File: src/rtl/inst_fetch_buffer.sv
// -----------------------------------------------------------------------------
// inst_fetch_buffer
//
// Decouples PC generation from decode on an SRAM-like instruction port.
// Up to MAX_OUT requests may be in flight; each accepted request remembers its
// PC in a small tag queue. Returned instructions land in a DEPTH-entry FIFO and
// are offered to decode with valid/ready. A flush empties the FIFO and turns
// every in-flight request into a "drop" credit, so the data beats of those
// requests are swallowed when they eventually return.
//
// Optional feature: define FETCH_BUF_BYPASS_EN to present a returning beat
// to decode in the same cycle when the FIFO is empty (zero-cycle latency).
// Without it, every head output comes from flops (one-cycle latency).
//
// Ports:
//   clk, resetn        clock, asynchronous active-low reset
//   flush_i            discard all buffered and in-flight instructions
//   pc_valid_i, pc_i   fetch PC offered by PC generation
//   pc_ready_o         PC accepted this cycle (inst_req && inst_addr_ok)
//   inst_req           request to the instruction port
//   inst_addr          request address (= pc_i)
//   inst_addr_ok       port accepted the request
//   inst_rdata         returned instruction
//   inst_data_ok       returned-data strobe, in request order
//   valid_o            FIFO head valid
//   pc_o, inst_o       head PC / instruction
//   ready_i            decode consumes head when valid_o && ready_i
// -----------------------------------------------------------------------------
module inst_fetch_buffer #(
    parameter int DEPTH   = 4,
    parameter int MAX_OUT = 2,
    parameter int AW      = 32,
    parameter int DW      = 32
) (
    input  logic          clk,
    input  logic          resetn,
    input  logic          flush_i,
    input  logic          pc_valid_i,
    input  logic [AW-1:0] pc_i,
    output logic          pc_ready_o,
    output logic          inst_req,
    output logic [AW-1:0] inst_addr,
    input  logic          inst_addr_ok,
    input  logic [DW-1:0] inst_rdata,
    input  logic          inst_data_ok,
    output logic          valid_o,
    output logic [AW-1:0] pc_o,
    output logic [DW-1:0] inst_o,
    input  logic          ready_i
);

    localparam int PW = $clog2(DEPTH);
    localparam int CW = PW + 1;
    localparam int TW = (MAX_OUT > 1) ? $clog2(MAX_OUT) : 1;
    localparam int OW = $clog2(MAX_OUT) + 1;

    logic [AW-1:0] fifo_pc   [DEPTH];
    logic [DW-1:0] fifo_inst [DEPTH];
    logic [PW-1:0] wr_ptr, rd_ptr;
    logic [CW-1:0] fifo_count;

    logic [AW-1:0] tag_mem [MAX_OUT];
    logic [TW-1:0] tag_wr, tag_rd;
    logic [OW-1:0] outstanding, drop;

    logic [31:0] inflight_sum, total_sum;
    logic        credit, issue;
    logic        take_beat, drop_beat, flush_beat;
    logic        fifo_vld, fifo_push, head_pop;

    // Tag-queue pointer advance; explicit wrap keeps MAX_OUT == 1 correct.
    function automatic logic [TW-1:0] tag_next(input logic [TW-1:0] p);
        if (p == TW'(MAX_OUT - 1))
            return '0;
        return p + TW'(1);
    endfunction

    // Dropped beats still occupy the port, so they count against both limits.
    assign inflight_sum = 32'(outstanding) + 32'(drop);
    assign total_sum    = 32'(fifo_count) + inflight_sum;
    assign credit       = (total_sum < 32'(DEPTH)) && (inflight_sum < 32'(MAX_OUT));

    assign inst_req   = resetn && pc_valid_i && credit && !flush_i;
    assign inst_addr  = pc_i;
    assign pc_ready_o = inst_req && inst_addr_ok;
    assign issue      = pc_ready_o;

    // A beat belongs to a stale request while drop is nonzero; a beat with
    // nothing in flight is a port protocol error and is ignored.
    assign drop_beat  = inst_data_ok && (drop != '0);
    assign take_beat  = inst_data_ok && (drop == '0) && (outstanding != '0);
    assign flush_beat = inst_data_ok && ((drop != '0) || (outstanding != '0));

    assign fifo_vld = (fifo_count != '0);
    assign head_pop = fifo_vld && ready_i && !flush_i;

`ifdef FETCH_BUF_BYPASS_EN
    logic bypass;

    // Empty FIFO: forward the returning beat straight to decode.
    assign bypass    = resetn && !fifo_vld && take_beat && !flush_i;
    assign valid_o   = fifo_vld || bypass;
    assign pc_o      = bypass ? tag_mem[tag_rd] : fifo_pc[rd_ptr];
    assign inst_o    = bypass ? inst_rdata      : fifo_inst[rd_ptr];
    assign fifo_push = take_beat && !(bypass && ready_i);
`else
    assign valid_o   = fifo_vld;
    assign pc_o      = fifo_pc[rd_ptr];
    assign inst_o    = fifo_inst[rd_ptr];
    assign fifo_push = take_beat;
`endif

    // Tag storage needs no reset: entries are only read behind outstanding.
    always_ff @(posedge clk) begin
        if (issue && !flush_i)
            tag_mem[tag_wr] <= pc_i;
    end

    always_ff @(posedge clk or negedge resetn) begin
        if (!resetn) begin
            wr_ptr      <= '0;
            rd_ptr      <= '0;
            fifo_count  <= '0;
            tag_wr      <= '0;
            tag_rd      <= '0;
            outstanding <= '0;
            drop        <= '0;
            for (int i = 0; i < DEPTH; i++) begin
                fifo_pc[i]   <= '0;
                fifo_inst[i] <= '0;
            end
        end else if (flush_i) begin
            // Every in-flight request becomes a drop; a beat arriving now is
            // already one of them and is swallowed immediately.
            wr_ptr      <= '0;
            rd_ptr      <= '0;
            fifo_count  <= '0;
            tag_wr      <= '0;
            tag_rd      <= '0;
            outstanding <= '0;
            drop        <= drop + outstanding - OW'(flush_beat);
        end else begin
            if (issue)
                tag_wr <= tag_next(tag_wr);
            if (take_beat)
                tag_rd <= tag_next(tag_rd);
            outstanding <= outstanding + OW'(issue) - OW'(take_beat);

            if (drop_beat)
                drop <= drop - OW'(1);

            if (fifo_push) begin
                fifo_pc[wr_ptr]   <= tag_mem[tag_rd];
                fifo_inst[wr_ptr] <= inst_rdata;
                wr_ptr            <= wr_ptr + PW'(1);
            end
            if (head_pop)
                rd_ptr <= rd_ptr + PW'(1);
            fifo_count <= fifo_count + CW'(fifo_push) - CW'(head_pop);
        end
    end

`ifndef SYNTHESIS
    a_no_spurious_beat: assert property (@(posedge clk) disable iff (!resetn)
        inst_data_ok |-> ((outstanding != '0) || (drop != '0)));
`endif

endmodule

File: config.mk
export PLATFORM = sky130hd
export DESIGN_NAME = inst_fetch_buffer
export DESIGN_NICKNAME = d
export VERILOG_FILES = /design/src/rtl/inst_fetch_buffer.sv
export SDC_FILE = /design/constraint.sdc
export NUM_CORES = 1
export LEC_CHECK = 0
export BUFFER_PORTS_ARGS = -buffer_cell sky130_fd_sc_hd__clkbuf_2
export CORE_MARGIN = 1
export CORE_UTILIZATION = 31
export CTS_BUF_LIST = sky130_fd_sc_hd__clkbuf_8
export DETAILED_ROUTE_END_ITERATION = 16
export PLACE_DENSITY = 0.44
export SLEW_MARGIN = 20
export SYNTH_ARGS = -nofsm -noshare
export SYNTH_HDL_FRONTEND = slang
export SYNTH_SLANG_ARGS = --single-unit
File: constraint.sdc
create_clock -name clk -period 9.7 [get_ports clk]
set_clock_uncertainty 0.2 [all_clocks]
set_input_delay 0.97 -clock clk [delete_from_list [all_inputs] [get_ports clk]]
set_output_delay 0.97 -clock clk [all_outputs]
set_load 0.02 [all_outputs]
==> out/qor.csv, run 1 <==
stage;metric;value;unit
synth;Synth Area in XOR/XNOR;0.557;%
setup_path;Critical Path Max Stage Delay;0.87;ns
setup_path;critical-path cell list;buf_4 -> mux4_2 -> clkbuf_2;
floorplan;die height;227;microns
synth;Synth Area per Inst;18.6;sq um
outcome;status;complete, no violations;
clock_tree;worst skew pair latency;0.65;ns
setup_path;r2r startpoint;drop[0];
global_routing;initial antenna violation count;0;
power;Power per Cell Area;211;nW/um^2
sta;Fmax achieved;228;MHz
synth;compound-cell area share of the yosys netlist;0.398;%
clock_tree;Hold Buf Count CTS;0;
power;worst vdd ir;0.0866;mV
synth;post-synthesis cell count;844;
floorplan;Die X;227;microns
synth;main combinational cell family by area after synthesis;multiplexers;
place;Buffers on Ports;169;
sta;Final Max Slew Viols;0;
floorplan;core area;50100;sq um
routing;routed len/inst;20.0;microns
synth;top_reg_cell synth;dfrtp_1;
synth;synth unique cells;37;
clock_tree;CTS resizes;0;
setup_path;CP endpoint kind;output port;
global_routing;GRT overflow;0;
sta;Final setup viols;0;
sta;Fin Setup TNS;0;ns
place;DP HPWL;19500;microns
clock_tree;CTS buffer count;59;
synth;post-synth top area cell;dfrtp_1;
synth;proportion of synthesized chip area in sequential cells;55.0;%
cells_and_area;area growth from synthesis to layout;15.1;%
clock_tree;clk buf depth;3;
global_routing;largest net degree at the start of global routing;127;
sta;slew of the pin with the lowest slew margin;0.990;ns
clock_tree;CTS tree;done;
sta;Max transition margin;34.0;%
sta;minimum clock period;4.39;ns
routing;Residual DRC;0;
synth;Syn. warnings;0;
power;Pleak;8.30;nW
routing;Via density;4.49;
synth;ys async rst share;80.8;%
setup_path;Crit. Startpoint;rd_ptr[0];
synth;mux share of post-synthesis cell area;35.6;%
global_routing;number of global-route vias before repair;8590;
cells_and_area;multi-input logic area;6210;sq um
cells_and_area;Layout Nets;1097;
clock_tree;H-tree Lvls;2;
global_routing;first-pass GRT wire length;53500;microns
setup_path;WP data required;8.53;ns
synth;synthesis-stage register bit count;333;
synth;Syn Nets;932;
routing;DRT iter0 DRCs;340;
sta;final-report hold violation count;0;
sta;Final period util;45.2;%
clock_tree;Clk pin slew, worst setup/hold paths;0.07;ns
clock_tree;post-CTS setup buffer count;0;
floorplan;Ports;170;
floorplan;row count;82;
synth;Post-Synth Simple-Gate Area;1.19;%
synth;Synth area leaders;dfrtp_1, mux2_4, edfxtp_1;
synth;EDFF count, synth;64;
setup_path;Worst Path Max Fanout;41;
setup_path;cell family with most CP delay;buffers and inverters;
clock_tree;Sink Count;333;
routing;wirelength, routed;34600;microns
sta;Hold WS;0.0598;ns
setup_path;slowest stage cell, crit path;buf_4;
synth;Synth top area share;42.8;%
cells_and_area;filler cell count;4832;
setup_path;CP arrival;3.22;ns
setup_path;critical path launch point type;flip-flop;
routing;antenna viol nets, final;0;
setup_path;crit path buf inv count;2;
worst_hold_path;Hold WC Path Type;input pin to asynchronous set/reset pin;
cells_and_area;Core Util, Final;36.2;%
cells_and_area;layout cells sized above 1;60.3;%
floorplan;die area;51600;sq um
setup_path;kind of critical path;flip-flop to output port;
sta;RSZ-0062 raised after global routing;false;
routing;drt first pass iters;4;
cells_and_area;Reg area;8660;sq um
synth;Post-Synth Adder-Cell Area;1.45;%
floorplan;Starting Density;31.4;%
run;Max Cap Viol;0;
global_routing;GR Util All Layers;13.8;%
cells_and_area;fin cells;1731;
routing;via count;7768;
place;DP Cell Count;1620;
clock_tree;clock root buffer;clkbuf_8;
synth;mapped cell area;15700;sq um
place;placer congestion estimate;0.667;
==> cells in the final DEF (no fill, tap or decap), drive strengths merged <==
cell type	Yosys	layout
nand2	1	1
nor2	11	11
buf	72	16
nand2b	2	2
dfrtp	269	269
mux2	288	288
mux4	64	64
a21oi	1	1
diode	0	1
nor4b	2	2
nand4	1	1
and2	1	1
fa	2	2
a21boi	1	1
o21ai	1	1
bufinv	0	7
inv	13	29
o211ai	1	1
xnor2	5	5
nor2b	3	3
a211oi	1	1
edfxtp	64	64
and3	1	1
o311ai	1	1
or3	1	1
o31ai	1	1
nor3	1	1
ha	15	15
mux2i	2	2
nor3b	5	5
nand3	1	1
clkbuf	8	242
clkinv	0	12
clkinvlp	0	1
xor2	5	5
==> synth_stat cells, types with 2 or more instances <==
library cell,count
buf_2,8
buf_4,33
dfrtp_1,269
inv_1,13
fa_1,2
buf_12,24
mux4_2,64
edfxtp_1,64
mux2_2,48
nor4b_1,2
buf_6,4
mux2i_1,2
ha_1,15
mux2_4,240
nor3b_2,4
nor2_1,11
buf_1,3
nor2b_1,3
xor2_1,5
xnor2_1,5
clkbuf_1,8
nand2b_1,2
==> sequential cells by signal (all words and copies together) (netlist names) <==
signal       cells
fifo_count       3
drop             2
tag_mem         64
fifo_pc        128
tag_wr           1
wr_ptr           2
rd_ptr           2
tag_rd           1
outstanding      2
fifo_inst      128
==> layout make-up <==
class	count	area share (%)
repair buffers	184	5.42
clock inverters	36	1.87
diodes	1	0.0138
clock buffers	74	5.63
well taps	672	4.64
multi-input cells	418	34.3
inverters	13	0.270
flip-flops and latches	333	47.9
==> metrics by stage <==
stage | setup slack [ns] | cell area, sq um | power (mW)
2_1_floorplan | 5.83 | 15700 | 2.13
3_3_place_gp | 5.54 | 16700 | 2.37
3_5_place_dp | 5.50 | 16700 | 2.37
4_1_cts | 5.12 | 18100 | 3.90
5_1_grt | 5.03 | 18100 | 4.01
6_report | 5.31 | 18100 | 3.81
==> power by group <==
part	internal [mW]	switching [mW]	total, mW
clock	0.873	0.617	1.49
sequential	1.53	0.0885	1.62
combinational	0.352	0.356	0.708
total	2.75	1.06	3.81
==> per-layer routing <==
layer	part of all wire (%)	GRT usage, %
met1	47	19.4
met2	46	20.9
met3	4.1	2.84
met4	2.5	5.02
met5	0	0
==> final timing paths <==
kind | endpoint | slack, ns | depth (start not counted)
max | inst_o[8] | 5.31 | 3
min | fifo_inst[49] | 0.06 | 1
max reg2reg | fifo_inst[6] | 5.95 | 7
min reg2reg | fifo_pc[36] | 0.30 | 1
max in group asynchronous | rd_ptr[0] | 7.72 | 2
min in group clk | fifo_pc[36] | 0.30 | 1
==> cell families after synthesis <==
| logic type | count (synthesis) |
|---|---|
| mux | 354 |
| flops | 333 |
| buf+inv | 93 |
| simple gates | 30 |
| fa+ha+maj | 17 |
| xor+xnor | 10 |
| compound gates | 7 |
(Power assumes the default switching activity.)
==> inputs of run 2 (changes only) <==
PLACE_DENSITY = 0.45   (was 0.44)
clock period = 3.55 ns   (was 9.7 ns; I/O delays follow)
==> run 2 against run 1 <==
  * Sequential share of layout area shrank 2.0 points
  * Power grew to 2.6 times the previous value
  * Flip-flop and latch count is the same
  * Setup slack lost 5.1 ns
  * Utilization grew 1.6 points
  * Critical path depth grew 5
  * Hold slack gained 0.023 ns
  * Cell count grew 4.5%
  * Sequential power grew to 2.7 times the previous value
  * Global-route usage grew 0.26 points
  * Non-clock buffer count grew 76
  * Largest cell class unchanged
==> out/qor.csv, run 2 (synthesis results as in run 1) <==
stage;metric;value;unit
setup_path;kind of critical path;flip-flop to output port;
global_routing;Most Used Layer, Global Route;met2;
sta;final-report hold violation count;0;
sta;Final Max Slew Viols;0;
setup_path;Worst Reg2Reg Path Length in Cells;8;
cells_and_area;Largest regs;fifo_inst x128, fifo_pc x128, tag_mem x64;
clock_tree;CTS tree;done;
sta;Fin Setup TNS;0;ns
routing;Via density;4.37;
sta;Fmax achieved;300;MHz
setup_path;Worst Path Max Fanout;5;
clock_tree;Sink Count;333;
floorplan;Starting Density;31.4;%
setup_path;slack of the worst reg-to-reg path;0.68;ns
cells_and_area;area growth from synthesis to layout;20.1;%
global_routing;GR Util All Layers;14.0;%
setup_path;r2r startpoint;outstanding[0];
global_routing;largest net degree at the start of global routing;125;
power;Pleak;8.64;nW
floorplan;row count;82;
power;Total Power;10.1;mW
global_routing;GRT overflow;0;
power;worst vdd ir;0.235;mV
global_routing;met2 Resource Use GR;21.5;%
power;Power per Cell Area;533;nW/um^2
global_routing;number of global-route vias before repair;8773;
worst_hold_path;hold path start;flush_i;
routing;drt first pass iters;6;
place;setup slack at placement;0.497;ns
cells_and_area;Layout Nets;1175;
setup_path;CP endpoint kind;output port;
global_routing;initial antenna violation count;0;
clock_tree;clk buf depth;3;
worst_hold_path;Hold EP;fifo_count[2];
setup_path;CP arrival;2.78;ns
sta;Worst Setup Slack, final;0.213;ns
clock_tree;H-tree Lvls;2;
routing;Residual DRC;0;
run;Max Cap Viol;0;
outcome;status;complete, no violations;
sta;Hold WS;0.0826;ns
routing;antenna viol nets, final;0;
cells_and_area;most common library cell in the layout ignoring fill and taps;dfrtp_1;
place;placer congestion estimate;0.685;
floorplan;Ports;170;
sta;Final period util;94.0;%
global_routing;grt met1 use;19.8;%
sta;Max transition margin;36.8;%
cells_and_area;Core Util, Final;37.7;%
cells_and_area;most frequent cells in the layout;dfrtp_1, mux2_4, clkbuf_2;
clock_tree;worst skew pair latency;0.66;ns
sta;slew of the pin with the lowest slew margin;0.948;ns
floorplan;die height;227;microns
sta;RSZ-0062 raised after global routing;false;
setup_path;WP data required;2.99;ns
floorplan;die area;51600;sq um
clock_tree;clock root buffer;clkbuf_8;
worst_hold_path;hold path depth;2;
setup_path;Worst R2R End;tag_mem[1][24];
cells_and_area;filler cell count;4762;
setup_path;critical path launch point type;flip-flop;
sta;Final setup viols;0;
place;Buffers on Ports;169;
cells_and_area;Ant. Diodes;0;
sta;minimum clock period;3.34;ns
place;DP HPWL;20100;microns
global_routing;first-pass GRT wire length;54700;microns
routing;routed len/inst;19.4;microns
global_routing;met3 GRT Util;3.11;%
clock_tree;CTS buffer count;61;
routing;DRT iter0 DRCs;274;
routing;wirelength, routed;35100;microns
clock_tree;Clk pin slew, worst setup/hold paths;0.06;ns
cells_and_area;layout cells sized above 1;56.6;%
floorplan;core area;50100;sq um
floorplan;Die X;227;microns
worst_hold_path;Hold WC Path Type;input pin to flip-flop;
routing;via count;7909;
-- run 2: final cells by class --
| class | count | area (sq um) | share of cell area [%] |
|---|---|---|---|
| Sequential cell | 333 | 8660 | 45.9 |
| Multi-Input combinational cell | 418 | 6240 | 33.0 |
| Timing Repair Buffer | 260 | 1880 | 9.96 |
| Clock buffer | 76 | 1050 | 5.54 |
| Tap cell | 672 | 841 | 4.45 |
| Clock inverter | 37 | 175 | 0.927 |
| Inverter | 13 | 48.8 | 0.258 |
-- run 2: repair_timing --
action,in CTS,in global routing
hold endpoints to repair,388,0
buffers inserted,0,0
resized for setup,1,5
hold buffers,69,0
setup endpoints to repair,1,1
pin swaps,0,1
-- run 2: worst max path at each step --
| stage | start | slack (ns) | to |
|---|---|---|---|
| 3_3_place_gp | outstanding[0] | 0.56 | tag_mem[1][16] |
| 5_1_grt | outstanding[0] | 0.02 | pc_ready_o |
| 2_1_floorplan | outstanding[0] | -0.32 | tag_mem[0][0] |
| 3_5_place_dp | outstanding[0] | 0.50 | tag_mem[1][25] |
| 6_report | outstanding[0] | 0.21 | pc_ready_o |
| 4_1_cts | outstanding[0] | 0.01 | pc_ready_o |
-- run 2: critical path, stage by stage, from the launching register on --
cell and delay (ns):
dfrtp_2 0.45, ha_1 0.22, fa_1 0.44, ha_4 0.25, nor4b_4 0.26, nand4_1 0.11
buf_4 0.18, inv_1 0.08, buf_4 0.14
-- run 2: per-layer routing --
metal | vias to the layer above | routed length (microns) | part of all wire, %
li1 | 3591 | - | -
met1 | 4119 | 16800 | 48
met2 | 137 | 16200 | 46
met3 | 62 | 1350 | 3.8
met4 | 0 | 758 | 2.2
met5 | - | 0 | 0
-- run 2: through the flow --
| step | cell area (sq um) | std cells |
|---|---|---|
| 5_1_grt | 18900 | 1809 |
| 3_3_place_gp | 16900 | 1627 |
| 6_report | 18900 | 1809 |
| 4_1_cts | 18900 | 1809 |
| 2_1_floorplan | 15700 | 844 |
| 3_5_place_dp | 16900 | 1627 |
-- run 2: power breakdown --
group / internal, mW / switching [mW] / total, mW
clock network: 1.93 / 1.67 / 3.60
registers: 4.18 / 0.247 / 4.42
logic: 1.06 / 0.997 / 2.06
total: 7.17 / 2.91 / 10.1
==> inputs of run 3 (changes only) <==
PLACE_DENSITY = 0.44   (was 0.45)
clock period = 3.3 ns   (was 3.55 ns; I/O delays follow)
==> run 3 against run 2 <==
  * Hold slack better by 0.0062 ns
  * Count of clock-buffer cells in the layout shrank 1
  * Setup slack got worse by 0.086 ns
  * First-iteration DRC count up 15%
  * Global-route usage rose by 0.17 points
  * Critical path depth unchanged
  * Sequential share of layout area fell by 0.13 points
  * Non-clock buffer count grew 4
  * Flip-flop and latch count unchanged
  * Final area rose by 0.28%
  * Critical path type unchanged
==> out/qor.csv, run 3 (synthesis results as in run 1) <==
stage;metric;value;unit
setup_path;WP data required;2.77;ns
clock_tree;clk buf depth;3;
clock_tree;Sink Count;333;
setup_path;critical path launch point type;flip-flop;
global_routing;largest net degree at the start of global routing;118;
power;Pleak;8.65;nW
power;switching pwr;3.14;mW
power;Power per Cell Area;576;nW/um^2
floorplan;Die X;227;microns
clock_tree;clock root buffer;clkbuf_8;
routing;Via density;4.43;
setup_path;slowest stage cell, crit path;dfrtp_1;
setup_path;kind of critical path;flip-flop to output port;
sta;Worst Setup Slack, final;0.127;ns
sta;Final period util;96.2;%
place;Buffers on Ports;169;
floorplan;core area;50100;sq um
power;combinational share of power;21.1;%
setup_path;CP endpoint kind;output port;
cells_and_area;Layout Nets;1179;
routing;routed len/inst;19.7;microns
setup_path;critical-path cell list;ha_2 -> fa_2 -> ha_4 -> nor4b_4 -> nand4_1 -> buf_6 -> inv_1 -> buf_8;
place;DP HPWL;20100;microns
cells_and_area;area growth from synthesis to layout;20.5;%
place;setup slack at placement;0.357;ns
place;DP Cell Count;1628;
clock_tree;CTS tree;done;
floorplan;die height;227;microns
routing;antenna viol nets, final;0;
cells_and_area;filler cell count;4782;
place;placer congestion estimate;0.685;
setup_path;crit path buf inv count;3;
setup_path;Worst Path Max Fanout;2;
power;worst vdd ir;0.300;mV
global_routing;first-pass GRT wire length;54800;microns
sta;Final setup viols;0;
power;cell-internal power;7.77;mW
sta;Fmax achieved;315;MHz
setup_path;CP arrival;2.64;ns
floorplan;die area;51600;sq um
setup_path;Critical Path Max Stage Delay;0.39;ns
routing;via count;8030;
sta;slew of the pin with the lowest slew margin;0.823;ns
global_routing;initial antenna violation count;0;
outcome;status;complete, no violations;
power;Clock power frac;36.0;%
cells_and_area;most common library cell in the layout ignoring fill and taps;dfrtp_1;
clock_tree;CTS buffer count;61;
cells_and_area;Largest regs;fifo_inst x128, fifo_pc x128, tag_mem x64;
routing;DRT iter0 DRCs;315;
power;switching share of power;28.8;%
sta;Final Max Slew Viols;0;
clock_tree;worst skew pair latency;0.67;ns
cells_and_area;layout cells sized above 1;56.7;%
floorplan;Starting Density;31.4;%
worst_hold_path;Hold WC Path Type;input pin to asynchronous set/reset pin;
clock_tree;H-tree Lvls;2;
floorplan;Ports;170;
cells_and_area;most frequent cells in the layout;dfrtp_1, mux2_4, clkbuf_2;
global_routing;GRT overflow;0;
run;Max Cap Viol;0;
sta;final-report hold violation count;0;
sta;Max transition margin;45.1;%
power;Reg power frac;42.9;%
floorplan;row count;82;
routing;drt first pass iters;4;
clock_tree;Clk pin slew, worst setup/hold paths;0.06;ns
sta;minimum clock period;3.17;ns
routing;wirelength, routed;35700;microns
routing;Residual DRC;0;
setup_path;cell family with most CP delay;adder cells;
cells_and_area;fin cells;1813;
global_routing;number of global-route vias before repair;8765;
global_routing;GR Util All Layers;14.2;%
run 3: what timing repair did:
item	in CTS	in global routing
setup buffers	1	1
endpoints found under the setup margin	2	1
pin swaps	2	3
gates cloned	0	0
hold buffers	70	0
hold endpoints to repair	470	0
gates resized for setup	6	4
run 3: final cells by class:
type / count / area, sq um / area share (%)
multi-input combinational: 418 / 6240 / 33.0
tap: 672 / 841 / 4.44
timing repair buffer: 264 / 1920 / 10.1
clock buffer: 75 / 1030 / 5.45
clock inverter: 37 / 196 / 1.04
antenna: 1 / 2.50 / 0.0132
sequential: 333 / 8660 / 45.7
inverter: 13 / 48.8 / 0.258
run 3: metal layers:
metal | global-route usage [%] | share of wire, % | up-vias
li1 | - | - | 3608
met1 | 19.8 | 46 | 4186
met2 | 21.6 | 46 | 166
met3 | 3.27 | 5.0 | 70
met4 | 5.07 | 2.4 | 0
met5 | 0 | 0 | -
run 3: tightest hold or removal path, cell delays in order:
cell           delay [ns]
dlygate4sd3_1        0.57
buf_8                0.17
buf_12               0.22
run 3: path summary, 6_finish.rpt:
kind / end / depth (start not counted) / start / slack [ns]
min: fifo_inst[43] / 3 / resetn / 0.09
max in group asynchronous: rd_ptr[1] / 3 / resetn / 1.95
max: pc_ready_o / 8 / outstanding[0] / 0.13
min in group clk: tag_wr / 6 / pc_valid_i / 0.16
min reg2reg: fifo_inst[38] / 1 / fifo_inst[38] / 0.30
max reg2reg: tag_mem[0][24] / 9 / outstanding[0] / 0.44
run 3: power groups by stage:
stage                     Clock [mW]  Sequential [mW]  Combinational (mW)
after floorplan                    0             4.67                1.59
after global placement             0             4.75                2.27
after detailed placement           0             4.74                2.29
after CTS                       4.15             4.68                2.36
after global routing            4.31             4.71                2.51
final                           3.93             4.68                2.30
run 3: per-stage QoR:
stage          TNS [ns]  total power, mW  cell area, sq um  hold WS [ns]  util [%]
2_1_floorplan     -4.73             6.27             15700        -0.166         -
3_3_place_gp          0             7.02             16900        0.0474      33.8
3_5_place_dp          0             7.02             16900        0.0458      33.8
4_1_cts               0             11.2             18900        0.0285      37.8
5_1_grt        -0.00491             11.5             18900        0.0467      37.8
6_report              0             10.9             18900        0.0888      37.8
